--- src/rtl/rv_opcode_pkg.sv ---
// RV64I major-opcode constants (inst[6:2]) shared by decode, control and hazard logic.
package rv_opcode_pkg;

  typedef logic [4:0] opcode_t;

  localparam opcode_t OPC_LOAD      = 5'b00000;
  localparam opcode_t OPC_MISC_MEM  = 5'b00011;
  localparam opcode_t OPC_OP_IMM    = 5'b00100;
  localparam opcode_t OPC_AUIPC     = 5'b00101;
  localparam opcode_t OPC_OP_IMM_32 = 5'b00110;
  localparam opcode_t OPC_STORE     = 5'b01000;
  localparam opcode_t OPC_OP        = 5'b01100;
  localparam opcode_t OPC_LUI       = 5'b01101;
  localparam opcode_t OPC_OP_32     = 5'b01110;
  localparam opcode_t OPC_BRANCH    = 5'b11000;
  localparam opcode_t OPC_JALR      = 5'b11001;
  localparam opcode_t OPC_JAL       = 5'b11011;
  localparam opcode_t OPC_SYSTEM    = 5'b11100;

endpackage

--- src/rtl/reg_use_decode.sv ---
// Which architectural register fields an opcode actually reads or writes.
module reg_use_decode
  import rv_opcode_pkg::*;
(
  input  logic [4:0] opcode,
  output logic       uses_rs1,
  output logic       uses_rs2,
  output logic       writes_rd,
  output logic       is_load
);

  always_comb begin
    uses_rs1  = !((opcode == OPC_LUI) || (opcode == OPC_AUIPC) || (opcode == OPC_JAL));
    uses_rs2  = (opcode == OPC_STORE) || (opcode == OPC_BRANCH) ||
                (opcode == OPC_OP)    || (opcode == OPC_OP_32);
    writes_rd = !((opcode == OPC_STORE) || (opcode == OPC_BRANCH));
    is_load   = (opcode == OPC_LOAD);
  end

endmodule

--- src/rtl/load_scoreboard.sv ---
// Issue-stage load scoreboard: busy map of pending load destinations, RAW/WAW/capacity
// stalls, and a drain state that holds issue after a flush until all loads return.
module load_scoreboard
  import rv_opcode_pkg::*;
#(
  parameter int MAX_OUTSTANDING = 4,
  parameter int CNT_W           = 4
) (
  input  logic             clk,
  input  logic             rst_n,
  input  logic             id_valid,
  input  logic [4:0]       id_opcode,
  input  logic [4:0]       id_rs1_index,
  input  logic [4:0]       id_rs2_index,
  input  logic [4:0]       id_rd_index,
  input  logic             ex_ready,
  output logic             id_ready,
  output logic             issue_fire,
  input  logic             flush,
  input  logic             ld_wb_valid,
  input  logic [4:0]       ld_wb_rd_index,
  output logic [31:0]      busy_map,
  output logic [CNT_W-1:0] outstanding,
  output logic             draining,
  output logic             err
);

  typedef enum logic {ST_RUN, ST_DRAIN} state_t;

  state_t           state_reg;
  logic [31:0]      busy_reg;
  logic [31:0]      busy_next;
  logic [CNT_W-1:0] cnt_reg;
  logic [CNT_W-1:0] cnt_next;
  logic             err_reg;
  logic             err_next;

  logic uses_rs1, uses_rs2, writes_rd, is_load;
  logic raw, waw, full, load_fire;

  reg_use_decode u_decode (
    .opcode    (id_opcode),
    .uses_rs1  (uses_rs1),
    .uses_rs2  (uses_rs2),
    .writes_rd (writes_rd),
    .is_load   (is_load)
  );

  // Hazards look only at the registered map: a writeback frees its consumer next cycle.
  assign raw  = (uses_rs1 & busy_reg[id_rs1_index]) | (uses_rs2 & busy_reg[id_rs2_index]);
  assign waw  = writes_rd & (id_rd_index != 5'd0) & busy_reg[id_rd_index];
  assign full = is_load & (cnt_reg == CNT_W'(MAX_OUTSTANDING));

  assign id_ready   = (state_reg == ST_RUN) & !flush & !raw & !waw & !full;
  assign issue_fire = id_valid & id_ready & ex_ready;
  assign load_fire  = issue_fire & is_load;

  // Per-register update: writeback clear first, then issue set; x0 is never tracked.
  assign busy_next[0] = 1'b0;
  generate
    for (genvar gi = 1; gi < 32; gi++) begin : g_busy
      assign busy_next[gi] = (busy_reg[gi] & !(ld_wb_valid && (ld_wb_rd_index == 5'(gi)))) |
                             (load_fire && (id_rd_index == 5'(gi)));
    end
  endgenerate

  always_comb begin
    cnt_next = cnt_reg;
    if (load_fire && !ld_wb_valid)
      cnt_next = cnt_reg + CNT_W'(1);
    else if (!load_fire && ld_wb_valid && (cnt_reg != '0))
      cnt_next = cnt_reg - CNT_W'(1);
  end

  assign err_next = err_reg |
                    (ld_wb_valid & ((cnt_reg == '0) |
                                    ((ld_wb_rd_index != 5'd0) & !busy_reg[ld_wb_rd_index])));

  always_ff @(posedge clk or negedge rst_n) begin
    if (!rst_n) begin
      state_reg <= ST_RUN;
      busy_reg  <= '0;
      cnt_reg   <= '0;
      err_reg   <= 1'b0;
    end else begin
      busy_reg <= busy_next;
      cnt_reg  <= cnt_next;
      err_reg  <= err_next;
      // Leaving DRAIN tracks the counter reaching zero so both change on the same edge.
      case (state_reg)
        ST_RUN:   if (flush && (cnt_next != '0)) state_reg <= ST_DRAIN;
        ST_DRAIN: if (!flush && (cnt_next == '0)) state_reg <= ST_RUN;
        default:  state_reg <= ST_RUN;
      endcase
    end
  end

  assign busy_map    = busy_reg;
  assign outstanding = cnt_reg;
  assign draining    = (state_reg == ST_DRAIN);
  assign err         = err_reg;

endmodule

--- config.mk ---
export PLATFORM = sky130hd
export DESIGN_NAME = load_scoreboard
export DESIGN_NICKNAME = d
export VERILOG_FILES = /design/src/rtl/rv_opcode_pkg.sv /design/src/rtl/reg_use_decode.sv /design/src/rtl/load_scoreboard.sv
export SDC_FILE = /design/constraint.sdc
export NUM_CORES = 1
export LEC_CHECK = 0
export CAP_MARGIN = 30
export CORE_ASPECT_RATIO = 1.5
export CORE_MARGIN = 3
export CORE_UTILIZATION = 51
export CTS_CLUSTER_DIAMETER = 40
export DETAILED_ROUTE_END_ITERATION = 12
export PLACE_DENSITY = 0.82
export SYNTH_ARGS = -nofsm -noshare
export SYNTH_HDL_FRONTEND = slang
export SYNTH_SLANG_ARGS = --single-unit
--- constraint.sdc ---
create_clock -name clk -period 3.08 [get_ports clk]
set_input_delay 0.308 -clock clk [delete_from_list [all_inputs] [get_ports clk]]
set_output_delay 0.308 -clock clk [all_outputs]
set_load 0.03 [all_outputs]
* Word-level counts from Yosys, hierarchy flattened *
Index checks and enable logic that the tools add are counted.

word-level totals
  output and inout port bits = 40
  word-level logic and storage cells = 292
  bits in registers = 37

operators by class
  reductions and logical operators = 119
  order comparisons = 4
  mux-type cells = 13
  bitwise operators = 80
  eq/ne operators = 70
  $add $sub $neg = 2

operator list
  cell                                                                  count
  5-bit == test, second input constant                                  34
  5-bit by 4-bit == test with 1-bit output, second input constant       20
  1-bit logical AND                                                     67
  1-bit bitwise AND                                                     45
  5-bit by 3-bit == test with 1-bit output, second input constant       9
  1-bit zero test                                                       40
  1-bit OR                                                              34
  5-bit by 6-bit < comparator with 1-bit output, second input constant  4
  1-bit binary-select mux with 5-bit select                             4
  5-bit by 2-bit == test with 1-bit output, second input constant       4
  5-bit by 1-bit == test with 1-bit output, second input constant       2
  5-bit nonzero test                                                    2
  4-bit zero test                                                       2
  4-bit 2-to-1 mux                                                      2
  4-bit nonzero test                                                    2
  1-bit 2-to-1 mux                                                      6
  5-bit zero test                                                       1
  1-bit logical OR                                                      5
  4-bit by 1-bit adder with 4-bit output, second input constant         1
  4-bit by 3-bit == test with 1-bit output, second input constant       1
  4-bit by 1-bit subtractor with 4-bit output, second input constant    1
  1-bit one-hot mux with 2 select lines                                 1
  1-bit NOT                                                             1

* Longest topological paths before layout *
Gate-level depths: netlist of run 1.

  depth after elaboration = 22
  mapped depth = 11
  gate-level depth less buffers = 10

* Modules after synthesis *
A second synthesis of run 1 with hierarchy kept.

second synthesis, totals
  cells, all modules = 307
  area, all modules = 2989.1 µm²

by module, submodules not included
  module           seq. area each (µm²)  cells each  instances  area each (µm²)
  load_scoreboard  925.9                 299         1          2925.3
  reg_use_decode   0.0                   8           1          63.8

* Least setup slack after synthesis of run 1 *
No wires, ideal clock.

  path type = register to register
  start point = register busy_reg[23], in the netlist busy_map[23]
  end point = register state_reg, in the netlist draining
  cell stages (with the launch flop) = 9
  arrival = 2.711 ns
  setup slack = 0.243 ns
  buffers on the path = 0
  required time = 2.954 ns
  cells stage by stage = dfrtp_1 -> mux4_2 -> mux4_2 -> o211ai_2 -> nand4_4 -> mux2i_1 -> a211oi_2 -> o2111ai_1 -> maj3_2

between the ends
  longest elaborated chain between the ends = 20
  elaborated cells on any way between the ends = 31
  classes of those cells = mux (11); bitwise (10); reduce/logical (10)

ends and longest elaborated chain
  item                                                          RTL line                                      RTL
  start, declared                                               load_scoreboard.sv:31                         logic [31:0] busy_reg;
  start signal, assigned                                        load_scoreboard.sv:86                         busy_reg <= busy_next;
  1-bit binary-select mux with 5-bit select                     load_scoreboard.sv:50                         assign raw = (uses_rs1 & busy_reg[id_rs1_index]) | (uses_rs2 & busy_reg[id_rs2_index]);
  1-bit 2-to-1 mux (not written as such)                        load_scoreboard.sv:50
  1-bit bitwise AND                                             load_scoreboard.sv:50
  1-bit OR                                                      load_scoreboard.sv:50
  1-bit zero test                                               load_scoreboard.sv:54                         assign id_ready = (state_reg == ST_RUN) & !flush & !raw & !waw & !full;
  1-bit bitwise AND                                             load_scoreboard.sv:54
  1-bit bitwise AND * (2 in series)                             load_scoreboard.sv:54
  1-bit bitwise AND * (2 in series)                             load_scoreboard.sv:55                         assign issue_fire = id_valid & id_ready & ex_ready;
  1-bit bitwise AND *                                           load_scoreboard.sv:56                         assign load_fire = issue_fire & is_load;
  1-bit zero test                                               load_scoreboard.sv:71                         else if (!load_fire && ld_wb_valid && (cnt_reg != '0))
  1-bit logical AND (2 in series)                               load_scoreboard.sv:71
  4-bit 2-to-1 mux                                              load_scoreboard.sv:71
  4-bit 2-to-1 mux *                                            load_scoreboard.sv:69                         if (load_fire && !ld_wb_valid)
  4-bit zero test / 4-bit nonzero test (equally long branches)  load_scoreboard.sv:92, load_scoreboard.sv:91
  1-bit logical AND (on tied branches)                          load_scoreboard.sv:92, load_scoreboard.sv:91
  1-bit 2-to-1 mux (on tied branches)                           load_scoreboard.sv:92, load_scoreboard.sv:91
  1-bit one-hot mux with 2 select lines *                       load_scoreboard.sv:90                         case (state_reg)
  end signal, assigned                                          load_scoreboard.sv:91                         ST_RUN: if (flush && (cnt_next != '0)) state_reg <= ST_DRAIN;
  end signal, assigned                                          load_scoreboard.sv:92                         ST_DRAIN: if (!flush && (cnt_next == '0)) state_reg <= ST_RUN;
  end signal, assigned                                          load_scoreboard.sv:93                         default: state_reg <= ST_RUN;
  end, declared                                                 load_scoreboard.sv:30                         state_t state_reg;

Every way passes the cells marked *; elsewhere a longest branch is shown, timed or not. The select of a mux whose other input is x is not followed.

* Worst setup path in the final report of run 1 *
  start point = register busy_reg[14], in the netlist busy_map[14]
  end point = register state_reg, in the netlist draining

Same word-level chain as after synthesis.

==> results_dict.tcl, run 1 <==
set metrics [dict create \
    finalHoldViolCount 0 \
    synthCells 285 \
    cp.required_ns 3.27 \
    synth.distinct_cells 54 \
    htreeDepth 2 \
    grt_pass1_wl_mm 16.8 \
    die_w_um 68.2 \
    path_class "reg2reg" \
    grt_pass1_vias 3330 \
    nNetsFinal 433 \
    clock_latency_ns 0.30 \
    antenna_found_initial 0 \
    layout_setup_ws_ns -0.0156 \
    rows 33 \
    netlist_area_um2 2960 \
    clkTransAtPathRegs_ns 0.08 \
    ir_drop_mv 0.246 \
    io_buffers 69 \
    synth_edf_count 0 \
    dieArea_um2 6780 \
    worstSetupStartpointType "flip-flop" \
    layout-drive-gt1-share 0.290 \
    n_antenna_cell 0 \
    fin_area_um2 4280 \
    place_hpwl_mm 7.83 \
    antenna_left 0 \
    drv_slew 0 \
    place_congestion 0.966 \
    grt.overflow.total 0 \
    worst_slew_pin_slew_ns 0.655 \
    cellLeakagePower_nw 1.76 \
    start_util 0.536 \
    largest_reg_flops 31 \
    slew_headroom 0.560 \
    powerDensity_nw_per_um2 391 \
    crit_path_cell_trace "mux4_2 -> mux2_2 -> o211a_1 -> a32oi_4 -> nand4_4 -> mux2i_4 -> a211oi_4 -> o2111ai_2 -> maj3_2" \
    ctsHoldBuffers 0 \
    critPathSlowestCell "mux4_2" \
    finish.utilization 0.774 \
    rsz0062_at_grt "yes" \
    violations "setup timing" \
    grt_max_degree 38 \
    synth_seq_area_share 0.312 \
    dpl_cell_area_um2 3980 \
    path_max_fanout 5 \
    dr.first_iter.drc_count 389 \
    yosysWarningCount 0 \
    post-route-period-util 1.01 \
    routedWlPerCell_um 23.2 \
    maxCapViolCount 0 \
    ys_ff_latch 37 \
    async_flop_share 1.00 \
    cp.arrival_ns 3.28 \
    critPathMaxStageDelay_ns 0.47 \
    cts_buffers 5 \
    grt_use_total 0.332 \
    coreArea_um2 5530 \
    fill_cells 362 \
    skew_ns 0.00732 \
    area_growth_syn_to_layout_pct 44.4 \
    die_h_um 99.4 \
    num_vias 3276 \
    final-setup-viol-count 1 \
    end_kind "flip-flop" \
    avgSynthCellArea_um2 10.4 \
    clock_sinks 37 \
    root_buffer "clkbuf_8" \
    syn_nets 319 \
    num_io_pins 71 \
    clk_path_buf_depth 2 \
    vias_per_cell 6.97 \
    cts_tree "done" \
    timing.fmax_ghz 0.323 \
    ys.flop_type "dfrtp_1" \
    remaining_drc_errors 0 \
    wl_mm 10.9 \
    status "finished, violations left" \
    dr.pass1.iters 7 \
    period_minus_slack_ns 3.10 \
    hp-class "in2async" \
]
[final timing paths]
kind | start | cells after the start | endpoint | slack [ns]
setup reg to reg | busy_map[14] | 9 | draining | -0.02
min in group clk | err | 1 | err | 0.48
setup / recovery | busy_map[14] | 9 | draining | -0.02
hold / removal | rst_n | 2 | outstanding[1] | 0.44
max in group asynchronous | rst_n | 2 | busy_map[13] | 2.26
hold reg to reg | err | 1 | err | 0.48
[power breakdown]
part / total, mW / internal (mW) / switching (mW)
combinational: 0.640 / 0.285 / 0.355
clock: 0.454 / 0.264 / 0.190
sequential: 0.578 / 0.520 / 0.0587
total: 1.67 / 1.07 / 0.604
[layout by cell type (no fill, tap or decap), types with 7 or more instances in the layout]
cell | synthesis | routed
buf_4 | 1 | 49
clkdlybuf4s50_1 | 0 | 62
dfrtp_1 | 37 | 31
inv_1 | 9 | 9
mux2i_1 | 11 | 10
mux4_2 | 25 | 27
nand2_1 | 17 | 17
nand2b_1 | 10 | 10
nand3_1 | 12 | 12
nor2_1 | 13 | 13
nor2b_1 | 7 | 7
o21ai_0 | 53 | 53
o31ai_1 | 13 | 13
[kinds of logic after synthesis]
| kind of cell | count (synthesis) | synth area share |
|---|---|---|
| muxes | 45 | 0.282 |
| adders and majority gates | 4 | 0.0165 |
| other | 1 | 0.00127 |
| buffers and inverters | 24 | 0.0376 |
| AOI/OAI and AO/OA | 94 | 0.202 |
| xor gates and xnor gates | 1 | 0.00296 |
| and+or+nand+nor | 79 | 0.146 |
| DFF | 37 | 0.312 |
[area by class of cell]
cell class                      count  area, µm²  share of cell area
Tap cell                           70       87.6              0.0205
Clock inverter                      2       37.5             0.00877
Multi-Input combinational cell    224       1990               0.464
Timing Repair Buffer              122       1120               0.262
Clock buffer                        6       82.6              0.0193
Sequential cell                    37        933               0.218
Inverter                            9       33.8             0.00789
[per-stage QoR]
| stage | TNS, ns | power, mW | instances | setup WS [ns] | hold WS (ns) |
|---|---|---|---|---|---|
| after global routing | -0.150 | 1.73 | 470 | -0.112 | 0.491 |
| after CTS | 0 | 1.64 | 460 | 0.0590 | 0.464 |
| after floorplan | 0 | 0.895 | 285 | 0.243 | 0.0124 |
| after global placement | -0.432 | 1.12 | 450 | -0.225 | 0.458 |
| after detailed placement | -1.81 | 1.14 | 450 | -0.388 | 0.464 |
| final | -0.0156 | 1.67 | 470 | -0.0156 | 0.442 |
[cells in the mapped netlist, types with 2 or more instances]
| library cell | instances | area [µm²] |
|---|---|---|
| ha_1 | 3 | 37.5 |
| o2111ai_1 | 2 | 17.5 |
| a21oi_1 | 6 | 30.0 |
| clkbuf_1 | 8 | 30.0 |
| nor2_1 | 13 | 48.8 |
| dfrtp_1 | 37 | 926 |
| nand3_1 | 12 | 60.1 |
| mux4_1 | 4 | 105 |
| mux2_2 | 5 | 56.3 |
| o21ai_0 | 53 | 265 |
| mux2i_1 | 11 | 110 |
| and3_1 | 3 | 18.8 |
| buf_1 | 2 | 7.51 |
| o31ai_1 | 13 | 97.6 |
| nor2b_1 | 7 | 43.8 |
| inv_1 | 9 | 33.8 |
| nand2_1 | 17 | 63.8 |
| nor3b_1 | 2 | 15.0 |
| nand4_1 | 4 | 25.0 |
| buf_6 | 2 | 22.5 |
| nand2b_1 | 10 | 62.6 |
| o211ai_1 | 2 | 15.0 |
| o22ai_1 | 2 | 12.5 |
| a32oi_1 | 2 | 17.5 |
| a31oi_1 | 2 | 12.5 |
| mux4_2 | 25 | 563 |
| buf_2 | 2 | 10.0 |
[timing repair]
item	4_1_cts	5_1_grt
pin swaps	6	10
buffers inserted	2	10
gates resized for setup	8	20
endpoints found under the setup margin	2	3
[critical path, delay by kind of cell (launching register included)]
| family | cells | cell delay, ns |
|---|---|---|
| and+or+nand+nor | 1 | 0.19 |
| DFF | 1 | 0.45 |
| muxes | 3 | 0.98 |
| adders and majority gates | 1 | 0.33 |
| AOI/OAI and AO/OA | 4 | 1.03 |
[metal layers]
metal	up-vias	wire length, µm	GRT usage
met2	294	5460	0.545
met4	0	723	0.178
met1	1549	3540	0.402
li1	1346	-	-
met5	-	0	0
met3	87	1170	0.0621
Power figures use the tool's default switching activity.
==> run 2: changes to the inputs <==
CORE_UTILIZATION = 46   (was 51)
PLACE_DENSITY = 0.78   (was 0.82)
clock period = 2.6 ns   (was 3.08 ns; I/O delays follow)
==> run 2 against run 1 <==
The flow still finishes with violations (setup timing). Clock power increased by 4%. Highest routed layer unchanged. Largest power group unchanged. Critical path depth rose by 3. Largest cell class unchanged. Wire length grew 17%. Clock skew down 0.0031 ns.
==> results_dict.tcl, run 2 (synthesis results as in run 1) <==
set metrics [dict create \
    timing.fmax_ghz 0.337 \
    worst_slew_pin_slew_ns 0.756 \
    path_max_fanout 5 \
    maxCapViolCount 0 \
    worstSetupStartpointType "flip-flop" \
    finish.utilization 0.780 \
    ir_drop_mv 0.308 \
    dr.pass1.iters 5 \
    end_kind "flip-flop" \
    powerDensity_nw_per_um2 402 \
    die_h_um 104 \
    antenna_found_initial 0 \
    rows 35 \
    cts_buffers 5 \
    cp.required_ns 2.83 \
    place_hpwl_mm 8.55 \
    fin_area_um2 4850 \
    grt_max_degree 38 \
    path_class "reg2reg" \
    mostFrequentLayoutCells "94 x buf_4, 63 x clkdlybuf4s50_1, 35 x o21ai_0, 27 x mux4_2, 20 x dfrtp_2" \
    final-setup-viol-count 34 \
    num_vias 3556 \
    start_util 0.477 \
    n_antenna_cell 0 \
    num_io_pins 71 \
    finalHoldViolCount 0 \
    grt.overflow.total 0 \
    io_buffers 69 \
    mostFrequentLayoutCell "buf_4" \
    dieArea_um2 7460 \
    slew_headroom 0.496 \
    wl_mm 12.7 \
    routedWlPerCell_um 24.5 \
    hp-class "in2async" \
    cellLeakagePower_nw 2.02 \
    clock_latency_ns 0.31 \
    place_congestion 1.03 \
    remaining_drc_errors 0 \
    grt_pass1_wl_mm 18.7 \
    die_w_um 71.5 \
    vias_per_cell 6.85 \
    violations "setup timing" \
    post-route-period-util 1.14 \
    worstRegToRegCells 12 \
    drv_slew 0 \
    dr.first_iter.drc_count 364 \
    dpl_cell_area_um2 4400 \
    htreeDepth 2 \
    largest_reg_flops 31 \
    clock_sinks 37 \
    rsz0062_at_grt "yes" \
    period_minus_slack_ns 2.97 \
    cts_tree "done" \
    clkTransAtPathRegs_ns 0.08 \
    status "finished, violations left" \
    nNetsFinal 478 \
    fill_cells 376 \
    layout_setup_ws_ns -0.370 \
    antenna_left 0 \
    clk_path_buf_depth 2 \
    coreArea_um2 6220 \
    grt_pass1_vias 3620 \
    skew_ns 0.00421 \
    grt_use_total 0.326 \
    ctsHoldBuffers 0 \
    cp.arrival_ns 3.20 \
    root_buffer "clkbuf_8" \
    area_growth_syn_to_layout_pct 63.7 \
    layout-drive-gt1-share 0.465 \
]
## run 2: cell types whose count changed in the layout (fill, tap and decap cells not counted), sizes merged
cell | previous run | this run
clkdlybuf4s50 | 62 | 63
dlymetal6s2s | 3 | 0
nand2 | 17 | 18
clkbuf | 6 | 7
bufinv | 1 | 0
dlygate4sd2 | 2 | 3
clkinv | 0 | 1
buf | 55 | 99
clkdlybuf4s15 | 0 | 1
clkinvlp | 1 | 0
## run 2: layer usage
metal / vias to the layer above / global-route usage / share of wire
li1: 1447 / - / -
met1: 1738 / 0.358 / 0.33
met2: 283 / 0.557 / 0.52
met3: 88 / 0.0590 / 0.086
met4: 0 / 0.215 / 0.067
met5: - / 0 / 0
## run 2: timing repair
action | in CTS | in global routing
gates resized for setup | 52 | 34
setup buffers | 3 | 2
endpoints found under the setup margin | 38 | 37
pin swaps | 15 | 6
gates cloned | 1 | 0
## run 2: metrics by stage
step	total power, mW	hold WS [ns]	instances	TNS (ns)	worst slack, ns
6_report	1.95	0.390	519	-9.23	-0.370
5_1_grt	2.03	0.418	519	-12.75	-0.471
4_1_cts	1.91	0.412	517	-2.62	-0.230
3_5_place_dp	1.45	0.451	505	-20.22	-0.733
3_3_place_gp	1.43	0.452	505	-16.90	-0.632
2_1_floorplan	1.07	-0.0356	285	-0.171	-0.168
## run 2: worst max-delay path, cell delays in order, from the launching register on
cell	delay, ns
dfrtp_2	0.44
mux4_2	0.46
mux2_4	0.27
o211a_1	0.25
a32oi_4	0.28
nand4_4	0.17
buf_4	0.17
buf_6	0.10
buf_4	0.15
nor2_2	0.14
buf_6	0.17
nand3_4	0.12
o21ai_2	0.15
## run 2: final timing paths
kind                                      to         start  slack (ns)
worst min-delay path            busy_map[11]         rst_n        0.39
worst min register to register           err           err        0.47
worst max-delay path            busy_map[12]  busy_map[15]       -0.37
max in group asynchronous       busy_map[21]         rst_n        1.82
worst max register to register  busy_map[12]  busy_map[15]       -0.37
min in group clk                         err           err        0.47
## run 2: layout make-up
cell class | instances | area, µm² | share of cell area
flip-flops and latches | 37 | 951 | 0.196
well taps | 74 | 92.6 | 0.0191
clock inverters | 1 | 5.00 | 0.00103
clock buffers | 7 | 96.3 | 0.0199
inverters | 9 | 41.3 | 0.00851
multi-input cells | 225 | 2230 | 0.459
repair buffers | 166 | 1440 | 0.296
## run 2: power breakdown
group          switching (mW)  leakage [nW]  total (mW)  internal (mW)
sequential             0.0411         0.467       0.657          0.616
combinational           0.451          1.50       0.824          0.373
clock                   0.230        0.0542       0.470          0.240
total                   0.722          2.02        1.95           1.23
==> run 3: changes to the inputs <==
SKIP_LAST_GASP = 1   (was default)
TNS_END_PERCENT = 5   (was default)
==> run 3 against run 2 <==
The run still ends with setup timing left. Maximum frequency rose by 5.0%. Via count shrank 7.7%. Design area is 5.9% lower. Global-route usage is 1.9 points lower. Clock skew rose by 0.0029 ns. Critical path type unchanged.
==> results_dict.tcl, run 3 (synthesis results as in run 1) <==
set metrics [dict create \
    status "finished, violations left" \
    violations "setup timing" \
    crit_path_cell_trace "mux4_2 -> mux4_2 -> o211ai_4 -> nand4_4 -> mux2i_1 -> a211oi_2 -> o2111ai_1 -> maj3_2" \
    cts_tree "done" \
    worstSetupStartpointType "flip-flop" \
    finalHoldViolCount 0 \
    powerDensity_nw_per_um2 437 \
    die_w_um 71.5 \
    clk_path_buf_depth 2 \
    vias_per_cell 6.36 \
    grt_pass1_wl_mm 17.6 \
    skew_ns 0.00709 \
    coreArea_um2 6220 \
    largest_reg_flops 31 \
    layout_setup_ws_ns -0.228 \
    period_minus_slack_ns 2.83 \
    num_vias 3283 \
    drv_slew 0 \
    final-seq-area_um2 951 \
    mostFrequentLayoutCells "94 x buf_4, 63 x clkdlybuf4s50_1, 53 x o21ai_0, 27 x mux4_2, 20 x dfrtp_2" \
    rows 35 \
    cp.buffers_inverters 0 \
    start_util 0.477 \
    grt.overflow.total 0 \
    hp-class "in2async" \
    cp_top_family "multiplexers" \
    mostFrequentLayoutCell "buf_4" \
    clock_sinks 37 \
    antenna_left 0 \
    remaining_drc_errors 0 \
    clkTransAtPathRegs_ns 0.08 \
    slew_headroom 0.664 \
    area_growth_syn_to_layout_pct 54.2 \
    dr.pass1.iters 5 \
    cts_buffers 5 \
    place_congestion 0.986 \
    n_antenna_cell 0 \
    cellLeakagePower_nw 1.94 \
    place_hpwl_mm 8.65 \
    timing.fmax_ghz 0.354 \
    path_max_fanout 5 \
    root_buffer "clkbuf_8" \
    layout-drive-gt1-share 0.382 \
    post-route-period-util 1.09 \
    ctsHoldBuffers 0 \
    maxCapViolCount 0 \
    critPathSlowestCell "mux4_2" \
    multi_input_area_um2 1940 \
    wl_mm 11.1 \
    htreeDepth 2 \
    grt_use_total 0.306 \
    nNetsFinal 475 \
    end_kind "flip-flop" \
    dp_worst_setup_slack_ns -0.703 \
    path_common_cell "mux4_2" \
    power_mw 2.00 \
    antenna_found_initial 0 \
    final-setup-viol-count 23 \
    grt_pass1_vias 3486 \
    dr.first_iter.drc_count 210 \
    clock_latency_ns 0.30 \
    path_class "reg2reg" \
    die_h_um 104 \
    worst_slew_pin_slew_ns 0.501 \
    critPathMaxStageDelay_ns 0.51 \
    dieArea_um2 7460 \
    num_io_pins 71 \
    ir_drop_mv 0.323 \
    cp.arrival_ns 3.01 \
    io_buffers 69 \
    fill_cells 466 \
    cp.required_ns 2.78 \
    rsz0062_at_grt "yes" \
    holdWs_ns 0.390 \
    routedWlPerCell_um 21.4 \
    grt_max_degree 38 \
]
run 3: repair_timing:
| item | 4_1_cts | 5_1_grt |
|---|---|---|
| setup endpoints to repair | 36 | 36 |
| pin swaps | 6 | 2 |
| resized for setup | 6 | 1 |
| buffers inserted | 3 | 0 |
| cloned | 0 | 0 |
run 3: cell type report:
type / instances / share of cell area
clock buffer: 7 / 0.0189
clock inverter: 1 / 0.00657
inverter: 9 / 0.00739
multi-input combinational: 224 / 0.426
sequential: 37 / 0.208
tap: 74 / 0.0203
timing repair buffer: 164 / 0.313
run 3: path summary, 6_finish.rpt:
kind,from,endpoint,slack [ns],depth (start not counted)
setup / recovery,busy_map[7],draining,-0.23,8
hold / removal,rst_n,outstanding[1],0.39,2
setup reg to reg,busy_map[7],draining,-0.23,8
hold reg to reg,err,err,0.49,1
max in group asynchronous,rst_n,busy_map[5],1.82,2
min in group clk,err,err,0.49,1
run 3: per-stage QoR:
step,cell area (µm²),std cells,utilization,setup TNS [ns]
final,4570,516,0.735,-1.46
after global routing,4570,516,0.735,-6.04
after CTS,4570,516,0.734,-1.51
after detailed placement,4420,505,0.711,-19.05
after global placement,4420,505,0.711,-16.47
after floorplan,3000,285,-,-0.227
run 3: power by group:
part	leakage (nW)	switching (mW)	internal, mW
Combinational	1.42	0.431	0.384
Sequential	0.467	0.0364	0.616
Clock	0.0585	0.217	0.313
run 3: routing by layer:
layer / track usage / vias to the layer above / share of wire
met4: 0.188 / 0 / 0.058
li1: - / 1437 / -
met3: 0.0600 / 58 / 0.081
met5: 0 / - / 0
met2: 0.522 / 215 / 0.52
met1: 0.341 / 1573 / 0.34
run 3: worst reg2reg max path, delay by kind of cell, from the launching register on:
family / cells / cell delay (ns)
mux: 3 / 1.15
compound gates: 3 / 0.66
flops: 1 / 0.44
fa+ha+maj: 1 / 0.32
simple gates: 1 / 0.15
